<file path="src/rtl/demux_1to2_stream.sv">
// demux_1to2_stream: steers one input word stream into two independently buffered output channels (A, B).
// Latency: one cycle from an accepted push to the head of an empty channel FIFO.
// Backpressure: in_ready is the registered not-full flag of the selected channel only; a stalled channel never blocks the other.
//
// Ports:
//   clk, rst            single clock, synchronous active-high reset
//   D, S, in_valid      input word, route select (0 -> A, 1 -> B), valid
//   in_ready            selected channel FIFO can accept this cycle
//   A, A_valid, A_ready channel A head word and handshake
//   B, B_valid, B_ready channel B head word and handshake
//   A_count, B_count    per-channel delivered-word counters (only when DEMUX_CNT_EN is defined)
//
// Build option: define DEMUX_CNT_EN to add the A_count/B_count ports and counters.

// Per-channel FIFO with wrap-bit pointers. When empty, the head shows the last
// popped word (zero after reset) rather than stale storage.
module demux_1to2_stream_fifo #(
    parameter int WIDTH = 32,
    parameter int DEPTH = 2
) (
    input  logic             clk,
    input  logic             rst,
    input  logic             push,
    input  logic [WIDTH-1:0] wdat,
    input  logic             pop,
    output logic [WIDTH-1:0] head,
    output logic             vld,
    output logic             full
);
    localparam int AW = $clog2(DEPTH);
    localparam logic [AW:0] PTR_ONE = {{AW{1'b0}}, 1'b1};

    logic [WIDTH-1:0] mem [DEPTH];
    logic [WIDTH-1:0] last;
    logic [AW:0]      wr_ptr;
    logic [AW:0]      rd_ptr;
    logic             empty;
    logic             do_push;
    logic             do_pop;

    // Equal index with differing wrap bit means the writer has lapped the reader.
    assign empty   = (wr_ptr == rd_ptr);
    assign full    = (wr_ptr[AW] != rd_ptr[AW]) && (wr_ptr[AW-1:0] == rd_ptr[AW-1:0]);
    assign do_push = push && !full;
    assign do_pop  = pop && !empty;
    assign vld     = !empty;
    assign head    = empty ? last : mem[rd_ptr[AW-1:0]];

    always_ff @(posedge clk) begin
        if (rst) begin
            wr_ptr <= '0;
            rd_ptr <= '0;
            last   <= '0;
        end else begin
            if (do_push) begin
                wr_ptr <= wr_ptr + PTR_ONE;
            end
            if (do_pop) begin
                rd_ptr <= rd_ptr + PTR_ONE;
                last   <= mem[rd_ptr[AW-1:0]];
            end
        end
    end

    // Storage needs no reset: the pointers alone define what is valid.
    always_ff @(posedge clk) begin
        if (do_push && !rst) begin
            mem[wr_ptr[AW-1:0]] <= wdat;
        end
    end
endmodule

module demux_1to2_stream #(
    parameter int WIDTH = 32,
    parameter int DEPTH = 2
) (
    input  logic             clk,
    input  logic             rst,
    input  logic [WIDTH-1:0] D,
    input  logic             S,
    input  logic             in_valid,
    output logic             in_ready,
    output logic [WIDTH-1:0] A,
    output logic             A_valid,
    input  logic             A_ready,
    output logic [WIDTH-1:0] B,
    output logic             B_valid,
    input  logic             B_ready
`ifdef DEMUX_CNT_EN
    ,
    output logic [31:0]      A_count,
    output logic [31:0]      B_count
`endif
);
    logic a_full;
    logic b_full;
    logic push_a;
    logic push_b;

    // Only registered full flags feed in_ready, so a consumer's ready never
    // reaches the producer combinationally; a pop on a full FIFO frees the
    // slot for the following cycle.
    assign in_ready = S ? !b_full : !a_full;
    assign push_a   = in_valid && in_ready && !S;
    assign push_b   = in_valid && in_ready && S;

    demux_1to2_stream_fifo #(.WIDTH(WIDTH), .DEPTH(DEPTH)) u_fifo_a (
        .clk  (clk),
        .rst  (rst),
        .push (push_a),
        .wdat (D),
        .pop  (A_ready),
        .head (A),
        .vld  (A_valid),
        .full (a_full)
    );

    demux_1to2_stream_fifo #(.WIDTH(WIDTH), .DEPTH(DEPTH)) u_fifo_b (
        .clk  (clk),
        .rst  (rst),
        .push (push_b),
        .wdat (D),
        .pop  (B_ready),
        .head (B),
        .vld  (B_valid),
        .full (b_full)
    );

`ifdef DEMUX_CNT_EN
    // Delivered-word counters; wrap naturally at 32 bits.
    always_ff @(posedge clk) begin
        if (rst) begin
            A_count <= '0;
            B_count <= '0;
        end else begin
            if (A_valid && A_ready) begin
                A_count <= A_count + 32'd1;
            end
            if (B_valid && B_ready) begin
                B_count <= B_count + 32'd1;
            end
        end
    end
`endif
endmodule
</file>
<file path="config.mk">
export PLATFORM = sky130hd
export DESIGN_NAME = demux_1to2_stream
export DESIGN_NICKNAME = d
export VERILOG_FILES = /design/src/rtl/demux_1to2_stream.sv
export SDC_FILE = /design/constraint.sdc
export NUM_CORES = 1
export LEC_CHECK = 0
export CORE_MARGIN = 2
export CORE_UTILIZATION = 45
export DETAILED_ROUTE_END_ITERATION = 6
export PLACE_DENSITY = 0.67
export SLEW_MARGIN = 25
export SYNTH_ARGS = -nofsm -noshare
export SYNTH_HDL_FRONTEND = slang
export SYNTH_HIERARCHICAL = 1
export SYNTH_SLANG_ARGS = --single-unit
</file>
<file path="constraint.sdc">
create_clock -name clk -period 6.2 [get_ports clk]
set_input_delay 1.86 -clock clk [delete_from_list [all_inputs] [get_ports clk]]
set_output_delay 1.86 -clock clk [all_outputs]
set_load 0.005 [all_outputs]
</file>
==> results of run 1 <==
[sequential cells by signal, summed over array words and instances (netlist names), named ones only]
register,flops
u_fifo_a/mem,64
u_fifo_b/last,32
u_fifo_b/rd_ptr,2
u_fifo_a/last,32
u_fifo_a/wr_ptr,2
u_fifo_b/mem,64
u_fifo_a/rd_ptr,2
u_fifo_b/wr_ptr,2
[worst max-delay path, stage by stage]
cell,delay [ns]
sky130_fd_sc_hd__clkdlybuf4s50_1,0.51
sky130_fd_sc_hd__mux2i_1,0.19
sky130_fd_sc_hd__clkdlybuf4s50_1,0.52
[path summary, 6_finish.rpt]
kind                          to  cells after the start
min             u_fifo_a/last[2]                      2
max reg2reg  u_fifo_a/mem[0][16]                      6
max                     in_ready                      3
min reg2reg     u_fifo_a/last[2]                      2
[metrics by stage]
stage	util [%]	instance area, sq um	cells	setup slack (ns)	total power, W
finish	55.7	10800	997	1.26	0.00437
global route	55.7	10800	997	1.21	0.00455
CTS	55.7	10800	997	1.26	0.00443
detailed placement	51.6	10000	957	1.27	0.00302
global placement	51.5	10000	957	1.25	0.00299
floorplan	-	8850	619	1.23	0.00252
[cell families after synthesis]
kind of cell,count (synthesis)
flops,202
simple gates,158
mux,203
buf+inv,42
xor+xnor,6
compound gates,8
[power groups by stage]
stage | combinational, W | sequential [W] | clock [W]
global placement | 0.00132 | 0.00167 | 0
detailed placement | 0.00134 | 0.00168 | 0
CTS | 0.00134 | 0.00165 | 0.00143
finish | 0.00132 | 0.00165 | 0.00139
floorplan | 0.000919 | 0.00161 | 0
global route | 0.00141 | 0.00166 | 0.00148
[final cells by class]
cell class	instances	area share [%]
clock buffers	30	5.94
clock inverters	10	1.39
inverters	2	0.0927
multi-input cells	375	29.9
flip-flops and latches	202	49.3
well taps	265	3.07
repair buffers	113	10.3
[cell usage in the layout (no fill, tap or decap)]
cell type                         netlist  routed
sky130_fd_sc_hd__clkdlybuf4s50_1        0     104
sky130_fd_sc_hd__clkinv_1               0       2
sky130_fd_sc_hd__nor3_2                 0       4
sky130_fd_sc_hd__a21oi_1                4       4
sky130_fd_sc_hd__buf_4                  0       9
sky130_fd_sc_hd__clkbuf_8               0       4
sky130_fd_sc_hd__edfxtp_1             128     128
sky130_fd_sc_hd__clkbuf_1              16       3
sky130_fd_sc_hd__mux2i_1               69      69
sky130_fd_sc_hd__nor3b_1                1       1
sky130_fd_sc_hd__and3b_1                1       1
sky130_fd_sc_hd__clkinvlp_4             0       1
sky130_fd_sc_hd__dfxtp_1               74      72
sky130_fd_sc_hd__o21ai_0                2       2
sky130_fd_sc_hd__dfxtp_2                0       2
sky130_fd_sc_hd__clkbuf_16              0      23
sky130_fd_sc_hd__nand4_1                2       2
sky130_fd_sc_hd__xnor2_2                4       4
sky130_fd_sc_hd__xor2_1                 2       2
sky130_fd_sc_hd__nand2_1              132     132
sky130_fd_sc_hd__nand2_4                0       1
sky130_fd_sc_hd__nor2_1                10      10
sky130_fd_sc_hd__mux2_2                76      76
sky130_fd_sc_hd__bufinv_16              0       4
sky130_fd_sc_hd__nand4b_1               2       2
sky130_fd_sc_hd__clkinv_2               0       5
sky130_fd_sc_hd__nand2_2                2       1
sky130_fd_sc_hd__nor2b_1                4       4
sky130_fd_sc_hd__mux2_4                58      58
sky130_fd_sc_hd__a21boi_4               0       2
[routing by layer]
metal | wire length, um | track usage (%) | vias up | part of all wire [%]
met1 | 7730 | 21.4 | 2533 | 43
met3 | 768 | 2.95 | 26 | 4.3
li1 | - | - | 2395 | -
met2 | 9030 | 29.9 | 115 | 51
met5 | 0 | 0 | - | 0
met4 | 307 | 4.55 | 0 | 1.7
==> flow_metrics.env, run 1 <==
export IMPL_max_frequency_ghz=0.203
export IMPL_synth_distinct_cells=24
export IMPL_io_pins=105
export IMPL_initialDrtViolationCount=216
export IMPL_holdBufCountCts=0
export IMPL_cts_path_max_buffers=3
export IMPL_drt_wl_total_mm=17.8
export IMPL_power_switching_share_pct=25.6
export IMPL_max_vdd_ir_drop_v=0.000206
export IMPL_switchingPower_w=0.00112
export IMPL_worst_setup_path_startpoint="S"
export IMPL_overflow=0
export IMPL_sequential_cell_area_sq_um=5330
export IMPL_routed_wire_length_per_instance_um=17.9
export IMPL_post_synth_fa_ha_maj_area_fraction_pct=0
export IMPL_worst_slew_margin_rel_pct=37.8
export IMPL_layout_min_cycle_time_ns=4.94
export IMPL_timing_clock_skew_ns=0.00666
export IMPL_synth_top_cells_by_area="sky130_fd_sc_hd__edfxtp_1 (43%), sky130_fd_sc_hd__dfxtp_1 (17%), sky130_fd_sc_hd__mux2_4 (9.8%)"
export IMPL_pin_slew_with_the_least_headroom_to_its_limit_ns=0.932
export IMPL_yosys_area_share_simple_pct=7.19
export IMPL_worst_skew_pair_late_latency_ns=0.49
export IMPL_power_sequential_fraction_pct=37.8
export IMPL_cp_end_kind="output port"
export IMPL_placementRows=51
export IMPL_drv_max_cap_violation_count=0
export IMPL_power_internal_w=0.00325
export IMPL_startpoint_type_of_the_worst_setup_path="input port"
export IMPL_cp_arrival_ns=3.08
export IMPL_clkSinkCount=202
export IMPL_synth_fp_nets=657
export IMPL_clock_pin_slew_on_the_worst_setup_and_hold_paths_ns=0.06
export IMPL_fp_coreArea_sq_um=19400
export IMPL_ys_dominant_reg_cell="sky130_fd_sc_hd__edfxtp_1"
export IMPL_detail_route_antenna_nets=0
export IMPL_grt_max_degree=65
export IMPL_synth_mux_area_fraction_pct=27.3
export IMPL_yosys_area_top_type="sky130_fd_sc_hd__edfxtp_1"
export IMPL_finalHoldViolations=0
export IMPL_outcome="finished clean"
export IMPL_synth_area_per_cell_sq_um=14.3
export IMPL_cts_resized=0
export IMPL_post_synth_instance_area_sq_um=8850
export IMPL_share_of_the_synthesized_area_in_the_top_cell_type_pct=43.4
export IMPL_hold_start="u_fifo_a/last[2]"
export IMPL_synth_xor_xnor_area_share_pct=0.933
export IMPL_synth_cells=619
export IMPL_power_leakage_nw=3.86
export IMPL_detail_route_first_pass_iterations=4
export IMPL_portBuffers=104
export IMPL_area_growth_pct=22.0
export IMPL_critPathMaxFanout=3
export IMPL_routed_via_count=5069
export IMPL_synth_edff_count=128
export IMPL_tns_ns=0
export IMPL_cts_root_buffer="sky130_fd_sc_hd__clkbuf_16"
export IMPL_fillers=1591
export IMPL_synth_async_reset_ratio_pct=0
export IMPL_holdCritPathClass="flop to flop"
export IMPL_drt_drc=0
export IMPL_main_combinational_cell_family_by_area_after_synthesis="multiplexers"
export IMPL_initial_utilization_pct=45.6
export IMPL_synth_compound_area_share_pct=0.593
export IMPL_gpl_final_weighted_congestion=0.739
export IMPL_dieArea_sq_um=20800
export IMPL_power_frac_comb_pct=30.3
export IMPL_first_global_vias=5158
export IMPL_design_final_nets=754
export IMPL_rsz_0062_raised_after_global_routing="false"
export IMPL_final_max_slew_violation_count=0
export IMPL_post_cts_buffers=0
export IMPL_antenna_cells=0
export IMPL_share_clk_of_total_power_pct=31.9
export IMPL_dieHeight_um=144
export IMPL_reg2reg_slack_ns=3.65
export IMPL_power_per_cell_area_nw_per_um2=404
export IMPL_wire_length_of_the_first_global_routing_pass_mm=27.2
export IMPL_multi_input_combinational_cell_area_sq_um=3230
export IMPL_die_width_um=144
export IMPL_post_synth_most_frequent_cells="sky130_fd_sc_hd__nand2_1 (132), sky130_fd_sc_hd__edfxtp_1 (128), sky130_fd_sc_hd__mux2_2 (76), sky130_fd_sc_hd__dfxtp_1 (74), sky130_fd_sc_hd__mux2i_1 (69)"
export IMPL_initial_antenna_violation_count=0
export IMPL_grt_util_all_layers_pct=16.9
export IMPL_clock_tree_htree_level_count=1
export IMPL_detailedPlacementHpwl_mm=11.3
export IMPL_critPathKind="input port to output port"
export IMPL_wp_data_required_ns=4.34
export IMPL_vias_per_cell=5.08
export IMPL_setup_viol=0
export IMPL_most_common_cell_in_the_netlist="sky130_fd_sc_hd__nand2_1"
export IMPL_cts_tree="done"
export IMPL_drive_above_1_share_pct=26.5
export IMPL_holdWs_ns=0.457
export IMPL_synth_seq_area_share_pct=60.1
export IMPL_finalCritPeriodShare_pct=79.6
export IMPL_crit_reg2reg_launch="u_fifo_a/wr_ptr[0]"
export IMPL_postSynthRegisterBits=202
export IMPL_numCtsBuffers=22
export IMPL_yosys_warnings=6
Power figures use the tool's default switching activity.
==> run 2, diff against run 1 <==
--- a/config.mk
+++ b/config.mk
@@ -8,7 +8,7 @@
 export CORE_MARGIN = 2
 export CORE_UTILIZATION = 45
 export DETAILED_ROUTE_END_ITERATION = 6
-export PLACE_DENSITY = 0.67
+export PLACE_DENSITY = 0.69
 export SLEW_MARGIN = 25
 export SYNTH_ARGS = -nofsm -noshare
 export SYNTH_HDL_FRONTEND = slang
==> constraint.sdc (replaced) <==
create_clock -name clk -period 4 [get_ports clk]
set_input_delay 1.2 -clock clk [delete_from_list [all_inputs] [get_ports clk]]
set_output_delay 1.2 -clock clk [all_outputs]
set_load 0.005 [all_outputs]
==> run 2 against run 1 <==
Worst setup slack got worse by 1.1 ns. First-iteration DRC count increased by 0.46%. Total power rose by 51%. Sequential cell count did not move. Final cell count up 1.3%. Non-clock buffer count rose by 13. Sequential share of layout area shrank 0.27 points. Sequential power is 52% higher. Count of clock-buffer cells in the layout rose by 1.
==> flow_metrics.env, run 2 (synthesized netlist as in run 1, its figures left out) <==
export IMPL_outcome="finished clean"
export IMPL_grt_max_degree=39
export IMPL_portBuffers=104
export IMPL_hold_start="u_fifo_a/last[7]"
export IMPL_power_leakage_nw=3.90
export IMPL_cts_root_buffer="sky130_fd_sc_hd__clkbuf_16"
export IMPL_placementRows=51
export IMPL_cts_tree="done"
export IMPL_post_cts_buffers=0
export IMPL_finalCritPeriodShare_pct=96.9
export IMPL_power_internal_w=0.00488
export IMPL_wire_length_of_the_first_global_routing_pass_mm=28.2
export IMPL_drt_wl_total_mm=18.0
export IMPL_rsz_0062_raised_after_global_routing="false"
export IMPL_setup_viol=0
export IMPL_dieHeight_um=144
export IMPL_detailedPlacementHpwl_mm=12.3
export IMPL_detail_route_first_pass_iterations=4
export IMPL_die_width_um=144
export IMPL_min_path_cells=2
export IMPL_routed_wire_length_per_instance_um=17.8
export IMPL_cp_end_kind="output port"
export IMPL_power_switching_share_pct=26.0
export IMPL_min_to="u_fifo_a/last[7]"
export IMPL_max_vdd_ir_drop_v=0.000522
export IMPL_drv_max_cap_violation_count=0
export IMPL_max_frequency_ghz=0.258
export IMPL_initial_utilization_pct=45.6
export IMPL_reg2reg_depth=6
export IMPL_post_layout_total_power_w=0.00660
export IMPL_clock_tree_htree_level_count=1
export IMPL_switchingPower_w=0.00172
export IMPL_wp_data_required_ns=2.80
export IMPL_power_sequential_fraction_pct=38.1
export IMPL_gpl_final_weighted_congestion=0.722
export IMPL_layout_min_cycle_time_ns=3.87
export IMPL_fp_coreArea_sq_um=19400
export IMPL_critPathKind="flop to output port"
export IMPL_antenna_cells=0
export IMPL_finalHoldViolations=0
export IMPL_holdBufCountCts=0
export IMPL_clkSinkCount=202
export IMPL_area_growth_pct=22.6
export IMPL_detail_route_antenna_nets=0
export IMPL_pin_slew_with_the_least_headroom_to_its_limit_ns=0.938
export IMPL_worstReg2RegEnd="u_fifo_a/mem[0][13]"
export IMPL_worst_slew_margin_rel_pct=37.3
export IMPL_dieArea_sq_um=20800
export IMPL_io_pins=105
export IMPL_routed_via_count=5082
export IMPL_share_clk_of_total_power_pct=29.4
export IMPL_drt_drc=0
export IMPL_overflow=0
export IMPL_final_max_slew_violation_count=0
export IMPL_cp_arrival_ns=2.67
export IMPL_vias_per_cell=5.03
export IMPL_critPathMaxFanout=13
export IMPL_grt_util_all_layers_pct=17.6
export IMPL_design_final_nets=767
export IMPL_cts_path_max_buffers=3
export IMPL_leading_cell_type_in_the_layout_fill_and_taps_excluded="sky130_fd_sc_hd__nand2_1"
export IMPL_tns_ns=0
export IMPL_startpoint_type_of_the_worst_setup_path="flop"
export IMPL_timing_clock_skew_ns=0.0129
export IMPL_clock_pin_slew_on_the_worst_setup_and_hold_paths_ns=0.06
export IMPL_numCtsBuffers=22
export IMPL_power_frac_comb_pct=32.5
export IMPL_holdCritPathClass="flop to flop"
export IMPL_cts_resized=0
export IMPL_power_per_cell_area_nw_per_um2=607
export IMPL_layout_cells_most_common_list="sky130_fd_sc_hd__nand2_1 (132), sky130_fd_sc_hd__edfxtp_1 (128), sky130_fd_sc_hd__clkdlybuf4s50_1 (104)"
export IMPL_reg2reg_slack_ns=1.23
export IMPL_initialDrtViolationCount=217
export IMPL_worst_skew_pair_late_latency_ns=0.49
export IMPL_first_global_vias=5381
export IMPL_initial_antenna_violation_count=0
export IMPL_crit_reg2reg_launch="u_fifo_a/wr_ptr[0]"
export IMPL_drive_above_1_share_pct=27.5
==> run 2: worst max-delay path by stage <==
stage	startpoint	end	slack [ns]	cells past startpoint
after CTS	u_fifo_a/wr_ptr[0]	A[14]	0.08	5
after floorplan	S	u_fifo_a/mem[0][0]	0.65	3
after global placement	S	in_ready	0.37	3
after global routing	u_fifo_a/wr_ptr[0]	A[14]	0.009	5
final	u_fifo_a/wr_ptr[0]	A[14]	0.13	5
after detailed placement	S	in_ready	0.36	3
==> run 2: final cells by class <==
type	instances	area (sq um)
clock buffer	31	646
clock inverter	9	66.3
fill	1556	8540
inverter	2	7.51
multi-input combinational	375	3250
sequential	202	5330
tap	265	332
timing repair buffer	126	1230
==> run 2: worst max-delay path, stage by stage, from the launching register on <==
cell	delay, ns
sky130_fd_sc_hd__dfxtp_1	0.57
sky130_fd_sc_hd__xnor2_2	0.20
sky130_fd_sc_hd__nand2_2	0.34
sky130_fd_sc_hd__buf_4	0.31
sky130_fd_sc_hd__mux2_4	0.30
sky130_fd_sc_hd__clkdlybuf4s50_1	0.45
==> run 2: through the flow <==
step                hold WS [ns]  setup WS (ns)  utilization (%)  instances  area, sq um
finish                     0.459          0.125             56.0       1010        10900
detailed placement         0.450          0.364             52.3        970        10100
global route               0.477        0.00912             56.0       1010        10900
global placement           0.441          0.368             52.3        970        10100
CTS                        0.458         0.0808             56.0       1010        10900
floorplan                  0.432          0.653                -        619         8870
==> run 2: metal layers <==
layer  wire [um]  global-route usage, %  share of wire (%)
met1        7850                   21.6                 44
met2        9160                   32.5                 51
met3         622                   2.78                3.5
met4         339                   4.34                1.9
met5           0                      0                  0
==> run 2: power by group through the flow <==
stage	logic (W)	registers (W)	clock network [W]
2_1_floorplan	0.00143	0.00249	0
3_3_place_gp	0.00213	0.00254	0
3_5_place_dp	0.00217	0.00256	0
4_1_cts	0.00218	0.00251	0.00199
5_1_grt	0.00230	0.00253	0.00206
6_report	0.00215	0.00251	0.00194
